$ cat config.mk
export PLATFORM = sky130hd
export DESIGN_NAME = color_manager_timing_gen
export DESIGN_NICKNAME = d
export VERILOG_FILES = /design/src/rtl/color_manager_timing_gen.sv
export SDC_FILE = /design/constraint.sdc
export NUM_CORES = 1
export LEC_CHECK = 0
export BUFFER_PORTS_ARGS = -buffer_cell sky130_fd_sc_hd__buf_2
export CAP_MARGIN = 20
export CORE_MARGIN = 4
export CORE_UTILIZATION = 50
export DETAILED_ROUTE_END_ITERATION = 8
export GPL_TIMING_DRIVEN = 0
export PLACE_DENSITY_LB_ADDON = 0.1
export SYNTH_ARGS = -nofsm -noshare
export SYNTH_HDL_FRONTEND = slang
export SYNTH_SLANG_ARGS = --single-unit
$ cat constraint.sdc
create_clock -name Clk -period 10.16 [get_ports Clk]
set_input_delay 2.032 -clock Clk [delete_from_list [all_inputs] [get_ports Clk]]
set_output_delay 2.032 -clock Clk [all_outputs]
set_load 0.005 [all_outputs]
$ cat src/rtl/color_manager_timing_gen.sv
// Raster timing generator: line/frame sync, beam counters and start strobes.
// Config is shadowed and reloaded only on frame boundaries.
module color_manager_timing_gen #(
  parameter int unsigned H_WIDTH = 11,
  parameter int unsigned V_WIDTH = 10
) (
  input  logic               Clk,
  input  logic               Rst,
  input  logic               Enable,
  input  logic [H_WIDTH-1:0] HSyncLen,
  input  logic [H_WIDTH-1:0] HTotal,
  input  logic [V_WIDTH-1:0] VSyncLen,
  input  logic [V_WIDTH-1:0] VTotal,
  output logic               HSync,
  output logic               VSync,
  output logic [H_WIDTH-1:0] HCount,
  output logic [V_WIDTH-1:0] VCount,
  output logic               LineStart,
  output logic               FrameStart,
  output logic               ConfigError
);

  typedef enum logic {IDLE, RUN} state_t;

  state_t state, state_n;

  logic [H_WIDTH-1:0] hsl_sh, ht_sh, hsl_n, ht_n, hcount_n;
  logic [V_WIDTH-1:0] vsl_sh, vt_sh, vsl_n, vt_n, vcount_n;
  logic               err_n;
  logic               hsync_n, vsync_n, line_start_n, frame_start_n;
  logic               cfg_valid, line_end, frame_end, load, run_n;

  assign cfg_valid = (HTotal >= H_WIDTH'(2)) && (HSyncLen < HTotal) &&
                     (VTotal >= V_WIDTH'(1)) && (VSyncLen < VTotal);
  assign line_end  = (HCount == ht_sh - H_WIDTH'(1));
  assign frame_end = line_end && (VCount == vt_sh - V_WIDTH'(1));

  always_comb begin
    state_n  = state;
    hcount_n = HCount;
    vcount_n = VCount;
    err_n    = ConfigError;
    load     = 1'b0;
    unique case (state)
      IDLE: begin
        hcount_n = '0;
        vcount_n = '0;
        if (Enable) begin
          if (cfg_valid) begin
            state_n = RUN;
            load    = 1'b1;
            err_n   = 1'b0;
          end else begin
            err_n = 1'b1;
          end
        end
      end
      RUN: begin
        // Enable drop outranks the frame-wrap reload and its error check
        if (!Enable) begin
          state_n  = IDLE;
          hcount_n = '0;
          vcount_n = '0;
        end else if (frame_end) begin
          hcount_n = '0;
          vcount_n = '0;
          if (cfg_valid) begin
            load = 1'b1;
          end else begin
            state_n = IDLE;
            err_n   = 1'b1;
          end
        end else if (line_end) begin
          hcount_n = '0;
          vcount_n = VCount + V_WIDTH'(1);
        end else begin
          hcount_n = HCount + H_WIDTH'(1);
        end
      end
    endcase
  end

  always_comb begin
    hsl_n = hsl_sh;
    ht_n  = ht_sh;
    vsl_n = vsl_sh;
    vt_n  = vt_sh;
    if (load) begin
      hsl_n = HSyncLen;
      ht_n  = HTotal;
      vsl_n = VSyncLen;
      vt_n  = VTotal;
    end
  end

  // Outputs are derived from next-cycle counters and shadows so they register
  // in step with HCount/VCount.
  always_comb begin
    run_n         = (state_n == RUN);
    hsync_n       = run_n && (hcount_n >= hsl_n);
    vsync_n       = run_n && (vcount_n >= vsl_n);
    line_start_n  = run_n && (hcount_n == '0);
    frame_start_n = line_start_n && (vcount_n == '0);
  end

  always_ff @(posedge Clk or posedge Rst) begin
    if (Rst) begin
      state       <= IDLE;
      hsl_sh      <= '0;
      ht_sh       <= '0;
      vsl_sh      <= '0;
      vt_sh       <= '0;
      HCount      <= '0;
      VCount      <= '0;
      HSync       <= 1'b0;
      VSync       <= 1'b0;
      LineStart   <= 1'b0;
      FrameStart  <= 1'b0;
      ConfigError <= 1'b0;
    end else begin
      state       <= state_n;
      hsl_sh      <= hsl_n;
      ht_sh       <= ht_n;
      vsl_sh      <= vsl_n;
      vt_sh       <= vt_n;
      HCount      <= hcount_n;
      VCount      <= vcount_n;
      HSync       <= hsync_n;
      VSync       <= vsync_n;
      LineStart   <= line_start_n;
      FrameStart  <= frame_start_n;
      ConfigError <= err_n;
    end
  end

endmodule

; ---- Word level (Yosys, flattened, before mapping)
; Cells that the tools add are included.
; Widths: inputs -> output; s select.
[totals]
output_inout_bits = 26
elab_cells = 64
reg_bits = 69
[classes]
n_addsub = 4
muxes = 24
bitwise = 1
magnitude_cmp = 6
n_reduce_logical = 11
n_eq_ne = 6
[op_table]
columns = cell, count
row1 = $mux 11, 4
row2 = $mux 10, 4
row3 = $pmux 11 s2, 1
row4 = $pmux 10 s2, 1
row5 = $add 11x1->11 const B, 1
row6 = $eq 11x11->1, 1
row7 = $ge 11x11->1, 1
row8 = $ge 11x2->1 const B, 1
row9 = $logic_not 11->1, 1
row10 = $lt 11x11->1, 1
row11 = $mux 1, 11
row12 = $sub 11x1->11 const B, 1
row13 = $add 10x1->10 const B, 1
row14 = $eq 10x10->1, 1
row15 = $ge 10x1->1 const B, 1
row16 = $ge 10x10->1, 1
row17 = $logic_not 10->1, 1
row18 = $lt 10x10->1, 1
row19 = $sub 10x1->10 const B, 1
row20 = $logic_and 1x1->1, 8
row21 = $ne 2x2->1 const B, 3
row22 = $pmux 1 s2, 3
row23 = $reduce_and 4->1, 1
row24 = $ne 2x1->1 const B, 1
row25 = $not 1->1, 1

; ---- Logic depth before layout (Yosys ltp)
[depth]
word_depth = 11
ltp_mapped = 20

; ---- Worst setup path before layout
; No wires, ideal clock.
[synth_path]
path_type = input port to flip-flop
startpoint = in VTotal[8]
endpoint = reg VSync
t_required_ns = 10.041
t_arrival_ns = 5.158
path_slack_ns = 4.883
path_buffers = 1
path_stages = 19
setup_time_ns = 0.119
cell_sequence = inv_1 > ha_1 > a21oi_1 > a21boi_0 > a41oi_1 > nand4_1 > a211oi_1 > nand3_2 > buf_2 > mux2_1 > ha_1 > nand2b_1 > a21o_1 > a21o_1 > a211oi_1 > o21ai_0 > o211ai_1 > a21oi_1 > o21a_1
[synth_between]
elab_chain_len = 10
word_cells_on_any_way = 15
classes_between = order compare (3) / mux (9) / reduce/logical (3)
[synth_rtl]
columns = item, line_no
row1 = "start, declared", 13  ; input logic [V_WIDTH-1:0] VTotal,
row2 = $ge 10x1->1, 34  ; (VTotal >= V_WIDTH'(1)) && (VSyncLen < VTotal);
row3 = $logic_and 1x1->1, 33  ; assign cfg_valid = (HTotal >= H_WIDTH'(2)) && (HSyncLen < HTotal) &&
row4 = $logic_and 1x1->1 *, 34
row5 = $mux 1 *, "49, 67"
row6 = $mux 1, 64  ; end else if (frame_end) begin
row7 = $mux 1, 60  ; if (!Enable) begin
row8 = $pmux 1 s2 *, 44  ; unique case (state)
row9 = $mux 10 *, 88  ; if (load) begin
row10 = named net vsl_n[0], 28  ; logic [V_WIDTH-1:0] vsl_sh, vt_sh, vsl_n, vt_n, vcount_n;
row11 = $ge 10x10->1 *, 101  ; vsync_n = run_n && (vcount_n >= vsl_n);
row12 = $logic_and 1x1->1 *, 101
row13 = named net vsync_n, 30  ; logic hsync_n, vsync_n, line_start_n, frame_start_n;
row14 = "end signal, assigned", 129  ; VSync <= vsync_n;
row15 = "end, declared", 15  ; output logic VSync,
; Mark *: on every way through the listed nets, which the timed path passes. The rest lies on a longest branch.
; A chain may end at the register's enable or synchronous reset.

; ---- Worst setup path in the final report
; Same ends and word-level chain as after synthesis.

==> results.json <==
{
  "worst_pin_slew_ns": 0.846,
  "syn_nets": 581,
  "drv_slew": 0,
  "skew_ns": 0.0122,
  "async_reset_ff_share_pct": 100,
  "synth_cell_types": 64,
  "yosysSeqAreaShare_pct": 34.9,
  "totalWireLength_um": 12400,
  "p_per_area_nw_per_um2": 165,
  "holdPathStages": 1,
  "rsz0062_at_grt": "false",
  "path_class": "input port to register",
  "die_h_um": 107,
  "cts_setup_buffers": 0,
  "diodes": 0,
  "slew_headroom_pct": 43.6,
  "cp_top_family": "compound AO/OA/AOI/OAI gates",
  "start_util_pct": 51.1,
  "routed_via_density": 5.60,
  "r2r_cells": 20,
  "r2r_slack_ns": 5.13,
  "multi_input_area_um2": 2990,
  "grt_pass1_vias": 4005,
  "grt_pass1_wl_um": 20300,
  "cpPeakStageDelay_ns": 0.41,
  "worstPathArrival_ns": 5.89,
  "cts-resized-gates": 0,
  "drv_cap": 0,
  "leakage_nw": 2.68,
  "slowest_stage": "a211oi_1",
  "dp_hpwl_um": 9800,
  "drive_gt1_share_pct": 18.9,
  "reg2reg_from": "ht_sh[0]",
  "syn_area_per_cell_um2": 10.1,
  "regArea_um2": 1730,
  "finalCriticalPeriod_ns": 5.65,
  "grt_max_degree": 70,
  "nFillCells": 845,
  "rows": 36,
  "track_usage_pct": 22.8,
  "synth-edff-count": 0,
  "clockBufferDepth": 2,
  "cts.htree.levels": 3,
  "finalSetupTns_ns": 0,
  "core_um2": 9680,
  "cts_root_buf": "clkbuf_8",
  "dieArea_um2": 11500,
  "antenna_left": 0,
  "hold_viol": 0,
  "synthCells": 492,
  "wl_per_cell_um": 17.4,
  "path_cells": "buf_2 -> inv_1 -> ha_1 -> a21oi_1 -> a21boi_0 -> a41oi_1 -> nand4_1 -> a211oi_1 -> nand3_2 -> buf_2 -> mux2_1 -> ha_1 -> nand2b_1 -> a21o_1 -> a21o_1 -> a211oi_1 -> o21ai_0 -> o211ai_1 -> a21oi_1 -> o21a_1",
  "startpoint_type": "input port",
  "cts_sinks": 69,
  "instances_no_fill": 711,
  "hold-path-endpoint": "vsl_sh[4]",
  "place.gp.congestion": 0.819,
  "io_pins": 71,
  "grt_overflow": 0,
  "layout.nets": 662,
  "place_inst": 695,
  "ys.flop_type": "dfrtp_1",
  "clk_pin_slew_ns": 0.07,
  "yosysWarnings": 0,
  "end_kind": "register",
  "r2r_end": "VSync",
  "crit_buf_inv": 3,
  "crit_required_ns": 10.39,
  "vias": 3983,
  "path_max_fanout": 10,
  "synth_area_um2": 4950,
  "area_growth_pct": 14.1,
  "clock.fmax_mhz": 177,
  "insertion_delay_ns": 0.36,
  "peakVddDrop_mv": 0.0847,
  "outcome": "completed",
  "portBuffers": 70,
  "die_w_um": 107,
  "antenna_found_initial": 0,
  "synth-seq-cells": 69,
  "hold_buffers": 0,
  "post-route-drc-count": 0,
  "cts_tree": "yes",
  "numCtsBuffers": 9,
  "min_period_over_period_pct": 55.6,
  "first_pass_iters": 5,
  "drt_iter0_markers": 163,
  "min_from": "vsl_sh[4]",
  "finalSetupViolations": 0,
  "hold_class": "register to register"
}
registers in the layout, summed over array words and instances (netlist names):
| name | cells |
|---|---|
| ConfigError | 1 |
| FrameStart | 1 |
| HCount | 11 |
| HSync | 1 |
| LineStart | 1 |
| VCount | 10 |
| VSync | 1 |
| hsl_sh | 11 |
| ht_sh | 11 |
| state | 1 |
| vsl_sh | 10 |
| vt_sh | 10 |
cell families (layout without fill, tap and decap cells):
group                    count (synthesis)  in the layout  synth area share (%)
AO/OA/AOI/OAI                           76             76                  11.7
XOR/XNOR                                46             46                  8.14
adder cells (fa/ha/maj)                 44             44                  11.1
buffers and inverters                   56            142                  4.63
flip-flops                              69             69                  34.9
multiplexers                            64             64                  13.9
AND/OR/NAND/NOR                        137            137                  15.6
cells in the final DEF (no fill, tap or decap), types with 3 or more instances in the layout:
master / n
xnor2_1: 33
inv_1: 37
o21ai_0: 13
a21boi_0: 3
a21oi_1: 14
clkbuf_8: 11
mux2_1: 35
clkbuf_1: 12
a21o_1: 6
nand2_1: 20
o21a_1: 5
nand2b_1: 3
nor4_1: 9
nand3_1: 12
o211ai_1: 4
ha_1: 44
and4_1: 5
xor2_1: 13
nor3_1: 12
a211oi_1: 5
nor2_1: 30
nor2b_1: 6
o2111ai_1: 3
nand4_1: 5
nor3b_1: 3
or3_1: 11
buf_2: 76
mux2i_1: 27
and3_1: 5
a31oi_1: 3
dfrtp_1: 69
cell usage after synthesis, types with 2 or more instances:
cell type,instances,area (µm²)
dfrtp_1,69,1730
ha_1,44,551
inv_1,38,143
mux2_1,35,394
xnor2_1,33,289
nor2_1,30,113
mux2i_1,27,270
nand2_1,20,75.1
a21oi_1,14,70.1
o21ai_0,13,65.1
xor2_1,13,114
nand3_1,12,60.1
nor3_1,12,60.1
or3_1,11,68.8
clkbuf_1,10,37.5
nor4_1,9,56.3
a21o_1,6,45.0
buf_2,6,30.0
nor2b_1,6,37.5
a211oi_1,5,37.5
and3_1,5,31.3
and4_1,5,43.8
nand4_1,5,31.3
o21a_1,5,37.5
o211ai_1,4,30.0
a21boi_0,3,22.5
a31oi_1,3,18.8
nand2b_1,3,18.8
nor3b_1,3,22.5
o2111ai_1,3,26.3
a311oi_1,2,17.5
mux2_2,2,22.5
nand3b_1,2,15.0
nor4b_1,2,17.5
o41ai_1,2,17.5
or2_2,2,12.5
cell type report:
type | count | share of cell area [%]
tap | 133 | 2.95
timing repair buffer | 70 | 6.21
sequential | 69 | 30.6
clock inverter | 3 | 0.355
multi-input combinational | 367 | 53.0
inverter | 38 | 2.57
buffer | 18 | 1.53
clock buffer | 13 | 2.81
worst max-delay path by stage:
stage	startpoint	to	slack (ns)	cells past startpoint
6_report	VTotal[8]	VSync	4.51	20
2_1_floorplan	VTotal[8]	VSync	4.88	19
4_1_cts	VTotal[8]	VSync	4.50	20
5_1_grt	VTotal[8]	VSync	4.13	20
3_5_place_dp	VTotal[8]	VSync	4.15	20
3_3_place_gp	VTotal[8]	VSync	4.20	20
layer usage:
metal	track usage (%)	vias up	routed length, µm	part of all wire (%)
met5	0	-	0	0
met4	7.21	0	183	1.5
met3	3.78	13	529	4.3
met2	34.6	85	5480	44
met1	33.3	1936	6210	50
li1	-	1949	-	-
worst reg2reg max path, delay by kind of cell, from the launching register on:
kind / cells / cell delay [ns]
fa+ha+maj: 2 / 0.51
flops: 1 / 0.44
simple gates: 4 / 1.43
mux: 1 / 0.37
compound gates: 11 / 1.79
buf+inv: 2 / 0.37
power by group:
part / internal (mW) / total (mW) / switching, mW
Combinational: 0.153 / 0.318 / 0.164
Clock: 0.102 / 0.207 / 0.105
Sequential: 0.339 / 0.407 / 0.0676
Total: 0.595 / 0.932 / 0.337
through the flow:
stage	util, %	instance area (µm²)	hold WS [ns]	power (mW)	setup WS (ns)
2_1_floorplan	-	4950	0.464	0.634	4.88
3_3_place_gp	56.4	5460	0.473	0.710	4.20
3_5_place_dp	56.4	5470	0.481	0.728	4.15
4_1_cts	58.3	5650	0.497	0.938	4.50
5_1_grt	58.3	5650	0.505	0.999	4.13
6_report	58.3	5650	0.492	0.932	4.51
(Power assumes the default switching activity.)
